### config.mk
export PLATFORM = sky130hd
export DESIGN_NAME = hsync_timing_gen
export DESIGN_NICKNAME = d
export VERILOG_FILES = /design/src/rtl/hsync_timing_gen.sv
export SDC_FILE = /design/constraint.sdc
export NUM_CORES = 1
export LEC_CHECK = 0
export CORE_UTILIZATION = 50
export DETAILED_ROUTE_END_ITERATION = 10
export PLACE_DENSITY_LB_ADDON = 0.1
export SLEW_MARGIN = 20
export SYNTH_ARGS = -nofsm -noshare
export SYNTH_HDL_FRONTEND = slang
export SYNTH_SLANG_ARGS = --single-unit
### constraint.sdc
create_clock -name CLK10 -period 2.8 [get_ports CLK10]
set_input_delay 0.7 -clock CLK10 [delete_from_list [all_inputs] [get_ports CLK10]]
set_output_delay 0.7 -clock CLK10 [all_outputs]
set_load 0.02 [all_outputs]
### src/rtl/hsync_timing_gen.sv
// Horizontal timing generator: pixel/CPU clock enables, line counter, HBLANK/HSYNC/LINE_END decode.
// All outputs are registered from next-state values, so they are aligned with hcount; optional HSYNC_ADJ_EN adds per-line sync trim.
module hsync_timing_gen #(
    parameter int   CLK_DIV     = 2,
    parameter int   HW          = 9,
    parameter int   H_TOTAL     = 320,
    parameter int   H_VISIBLE   = 256,
    parameter int   HSYNC_START = 272,
    parameter int   HSYNC_WIDTH = 32,
    parameter logic HSYNC_POL   = 1'b1,
    parameter int   CPU_DIV     = 4
) (
    input  logic          CLK10,
    input  logic          RESET,
`ifdef HSYNC_ADJ_EN
    input  logic [3:0]    HSYNC_ADJ,
`endif
    output logic          PIX_CE,
    output logic          CPU_CE,
    output logic [HW-1:0] hcount,
    output logic          HBLANK,
    output logic          HSYNC,
    output logic          LINE_END
);

    localparam int DW = (CLK_DIV > 1) ? $clog2(CLK_DIV) : 1;
    localparam int SW = HW + 2;

    localparam logic [DW-1:0] DIV_LAST = DW'(CLK_DIV - 1);
    localparam logic [HW-1:0] H_LAST   = HW'(H_TOTAL - 1);
    localparam logic [HW-1:0] CPU_MASK = HW'(CPU_DIV - 1);
    localparam logic [SW-1:0] VIS_END  = SW'(H_VISIBLE);
    localparam logic [SW-1:0] SYNC_LEN = SW'(HSYNC_WIDTH);

    if (CLK_DIV < 1 || H_TOTAL < 1 || H_TOTAL > 2**HW || H_VISIBLE > H_TOTAL ||
        HSYNC_START < H_VISIBLE || HSYNC_WIDTH < 1 ||
        HSYNC_START + HSYNC_WIDTH > H_TOTAL || CPU_DIV < 1 ||
        (CPU_DIV & (CPU_DIV - 1)) != 0 || (H_TOTAL % CPU_DIV) != 0) begin : g_bad_params
        $error("hsync_timing_gen: illegal parameter set");
    end

    logic [DW-1:0] div_q, div_d;
    logic          pix_ce_q, pix_ce_d;
    logic          cpu_ce_q, cpu_ce_d;
    logic [HW-1:0] hcount_q, hcount_d;
    logic          hblank_q, hblank_d;
    logic          hsync_q, hsync_d;
    logic          line_end_q, line_end_d;
    logic          wrap;
    logic [SW-1:0] hc_ext;
    logic [SW-1:0] sync_lo;
    logic [SW-1:0] sync_hi;

`ifdef HSYNC_ADJ_EN
    if (HW < 3) begin : g_bad_adj_width
        $error("hsync_timing_gen: HW too small for HSYNC_ADJ");
    end

    localparam logic signed [SW-1:0] S_MIN = SW'(H_VISIBLE);
    localparam logic signed [SW-1:0] S_MAX = SW'(H_TOTAL - HSYNC_WIDTH);

    logic [3:0]           adj_q, adj_d;
    logic signed [SW-1:0] s_raw;

    // Trim is latched only at the wrap so a line never sees a sync position change mid-way.
    always_comb begin
        adj_d = wrap ? HSYNC_ADJ : adj_q;
        s_raw = SW'(HSYNC_START) + {{(SW-4){adj_q[3]}}, adj_q};
        if (s_raw < S_MIN) begin
            sync_lo = S_MIN;
        end else if (s_raw > S_MAX) begin
            sync_lo = S_MAX;
        end else begin
            sync_lo = s_raw;
        end
    end

    always_ff @(posedge CLK10) begin
        if (RESET) begin
            adj_q <= '0;
        end else begin
            adj_q <= adj_d;
        end
    end
`else
    always_comb begin
        sync_lo = SW'(HSYNC_START);
    end
`endif

    always_comb begin
        div_d      = (div_q == DIV_LAST) ? '0 : div_q + DW'(1);
        pix_ce_d   = (div_d == DIV_LAST);
        wrap       = pix_ce_q && (hcount_q == H_LAST);
        hcount_d   = hcount_q;
        if (pix_ce_q) begin
            hcount_d = wrap ? '0 : hcount_q + HW'(1);
        end
        // Decode from the next count so every output lands on the same edge as hcount.
        hc_ext     = {2'b00, hcount_d};
        sync_hi    = sync_lo + SYNC_LEN;
        hblank_d   = (hc_ext >= VIS_END);
        hsync_d    = ((hc_ext >= sync_lo) && (hc_ext < sync_hi)) ? HSYNC_POL : ~HSYNC_POL;
        line_end_d = wrap;
        cpu_ce_d   = pix_ce_d && ((hcount_d & CPU_MASK) == CPU_MASK);
    end

    always_ff @(posedge CLK10) begin
        if (RESET) begin
            div_q      <= '0;
            pix_ce_q   <= 1'b0;
            cpu_ce_q   <= 1'b0;
            hcount_q   <= '0;
            hblank_q   <= 1'b0;
            hsync_q    <= ~HSYNC_POL;
            line_end_q <= 1'b0;
        end else begin
            div_q      <= div_d;
            pix_ce_q   <= pix_ce_d;
            cpu_ce_q   <= cpu_ce_d;
            hcount_q   <= hcount_d;
            hblank_q   <= hblank_d;
            hsync_q    <= hsync_d;
            line_end_q <= line_end_d;
        end
    end

    assign PIX_CE   = pix_ce_q;
    assign CPU_CE   = cpu_ce_q;
    assign hcount   = hcount_q;
    assign HBLANK   = hblank_q;
    assign HSYNC    = hsync_q;
    assign LINE_END = line_end_q;

endmodule

==> key figures <==
Global route
  – Global-route wire length before repair: 2.24 mm
  – Initial antenna violation count: 0
  – Largest net degree at the start of global routing: 15
  – Total grt overflow: 0
  – Vias in the first global route: 524
  – Total track usage: 20.9%

Synth
  – Seq/Total Area, Yosys: 37.1%
  – Mapped Nets: 84
  – Synthesized cell area: 702 sq um
  – Mapped Avg Cell Area: 8.67 sq um
  – Top cell type's share of synthesized area: 37.1%
  – Post-synth top area cell: dfxtp_1
  – Ys Warns: 0
  – Yosys reg bits: 13
  – Yosys cell types: 33
  – Mapped Cells: 81
  – Ranking of synthesized cells by area: dfxtp_1 (37%), nand2b_1 (4.5%), nor2_1 (4.3%)

Routing
  – DR iter-0 viols: 16
  – WL/cell: 13.2 microns
  – Drt first pass iters: 4
  – Detailed-route via count: 638
  – Total wire length: 1.44 mm
  – Routed Antenna Nets: 0
  – DRC viols: 0
  – Routed vias/inst: 5.85

Hold path
  – Worst Hold Class: flip-flop to flip-flop
  – WHS Path Cells: 2

Timing
  – Max Fclk: 462 MHz
  – Tmin final: 2.16 ns
  – Final Skew: 0.00153 ns
  – RSZ-0062 raised after global routing: no
  – Slew @ Worst Pin: 0.490 ns
  – Max-slew violations: 0
  – # setup viols final: 0
  – Final Hold Viols: 0
  – Max-slew headroom: 67.2%
  – Setup TNS: 0 ns
  – Final period util: 77.3%

Place
  – Routability cong.: 0.738
  – Dpl cell area: 841 sq um
  – Port Buffer Count: 15
  – Hpwl dp: 1.01 mm

Floorplan
  – Core area: 1300 sq um
  – Die Span X: 39.5 microns
  – Total die area: 1560 sq um
  – Initial Util: 53.9%
  – # IOs: 16
  – DIE HEIGHT: 39.5 microns
  – Site Rows: 13

Critical path
  – Max stage delay on crit path: 0.67 ns
  – Crit-path cells: clkdlybuf4s50_1
  – Critical-path top delay cell: clkdlybuf4s50_1
  – Crit. End Element: primary output
  – CP Data Required Time: 2.10 ns
  – Crit path max-delay family: buffers and inverters
  – Critical path buffer and inverter count: 1
  – Maximum fanout along the worst path: 8
  – R2R depth: 5
  – Setup crit start kind: flip-flop
  – CP Data Arrival Time: 1.46 ns
  – Setup CP Type: flip-flop to primary output
  – Crit. path cell count: 1

CTS
  – Htree depth: 1
  – Buffer depth of the longest clock path: 2
  – CTS buffer count: 3
  – CTS tree: yes
  – CTS root buf: clkbuf_4
  – Clock network latency to the later pin of the worst-skew pair: 0.27 ns
  – Clk sink count: 13
  – Post-CTS Hold Fix Bufs: 0
  – Postcts setup bufs: 0
  – Clock transition at the registers of the reported paths: 0.08 ns
  – Cts repair resizes: 0

Run status
  – Outcome: finished clean

Layout
  – Antenna cell count: 0
  – Fillcell total: 114
  – Share of cells above drive strength 1: 10.6%
  – Area Growth Syn to Fin: 23.5%
  – Nets: 98
  – Design Area, Final: 867 sq um

Pwr
  – Peak supply drop: 0.000250 V
  – Pleak: 0.285 nW
  – Power Density: 387 nW/um^2

Flow run
  – Max_cap viols: 0
==> registers in the layout, indices dropped and copies added, names as in the netlist <==
signal    count
HSYNC         1
PIX_CE        1
hcount        9
LINE_END      1
CPU_CE        1
==> path summary, 6_finish.rpt <==
path                            startpoint   endpoint  slack, ns
worst min register to register   hcount[8]  hcount[8]       0.56
worst max register to register   hcount[0]  hcount[1]       1.12
worst max-delay path             hcount[2]  hcount[2]       0.64
worst min-delay path             hcount[8]  hcount[8]       0.56
==> cell usage in the layout (no fill, tap or decap), types with 3 or more instances in the layout <==
cell type / count
nor3_1: 4
dfxtp_1: 13
clkdlybuf4s50_1: 15
a21oi_1: 5
clkbuf_4: 3
xor2_1: 3
nor2_1: 8
nand2b_1: 5
nand3_1: 4
nand2_1: 5
o21ai_0: 3
==> final cells by class <==
class,instances,area [sq um],area share (%)
Multi-Input combinational cell,60,400,46.2
Sequential cell,13,260,30.0
Timing Repair Buffer,16,158,18.2
Clock buffer,4,26.3,3.03
Tap cell,15,18.8,2.16
Inverter,1,3.75,0.433
==> cells by family (layout without fill, tap and decap cells) <==
family / Yosys count / count (layout) / synth area share (%)
mux: 1 / 1 / 1.60
simple gates: 39 / 39 / 35.3
xor+xnor: 5 / 5 / 6.24
flops: 13 / 13 / 37.1
buf+inv: 8 / 21 / 5.88
compound gates: 14 / 14 / 12.1
fa+ha+maj: 1 / 1 / 1.78
==> stage by stage <==
stage	hold WS (ns)	setup slack (ns)	utilization (%)	total power, W	std cells
after floorplan	0.602	1.18	-	0.000212	81
after global placement	0.536	0.723	64.6	0.000222	105
after detailed placement	0.554	0.684	64.6	0.000223	105
after CTS	0.570	0.656	66.6	0.000338	109
after global routing	0.598	0.597	66.6	0.000349	109
final	0.560	0.636	66.6	0.000336	109
==> layer usage <==
layer  global-route usage, %  vias up  share of wire [%]
met5                       0        -                  0
met2                    35.2       17                 46
met4                    7.76        0                1.2
met1                    26.2      298                 49
li1                        -      318                  -
met3                    3.41        5                3.8
==> Yosys cell counts (all sizes together) <==
library cell and instances:
dfxtp 13, nor2 8, a21oi 5, buf 5
nand2 5, nand2b 5, nand3 4, nor3 4
nand4 3, nor4 3, o21ai 3, xor2 3
clkbuf 2, xnor2 2, a211oi 1, a31oi 1
and3 1, and4 1, and4b 1, ha 1
inv 1, mux2 1, nand3b 1, nor2b 1
nor3b 1, nor4b 1, o22ai 1, o31a 1
o31ai 1, o41ai 1
==> report_power, final <==
| part | total [W] | switching (W) | internal [W] | leakage [nW] |
|---|---|---|---|---|
| Clock | 0.000117 | 0.0000618 | 0.0000551 | 0.0150 |
| Combinational | 0.0000268 | 0.0000148 | 0.0000120 | 0.165 |
| Sequential | 0.000192 | 0.00000417 | 0.000188 | 0.105 |
| Total | 0.000336 | 0.0000807 | 0.000255 | 0.285 |
Note: power is estimated with default switching activity, not from simulation.
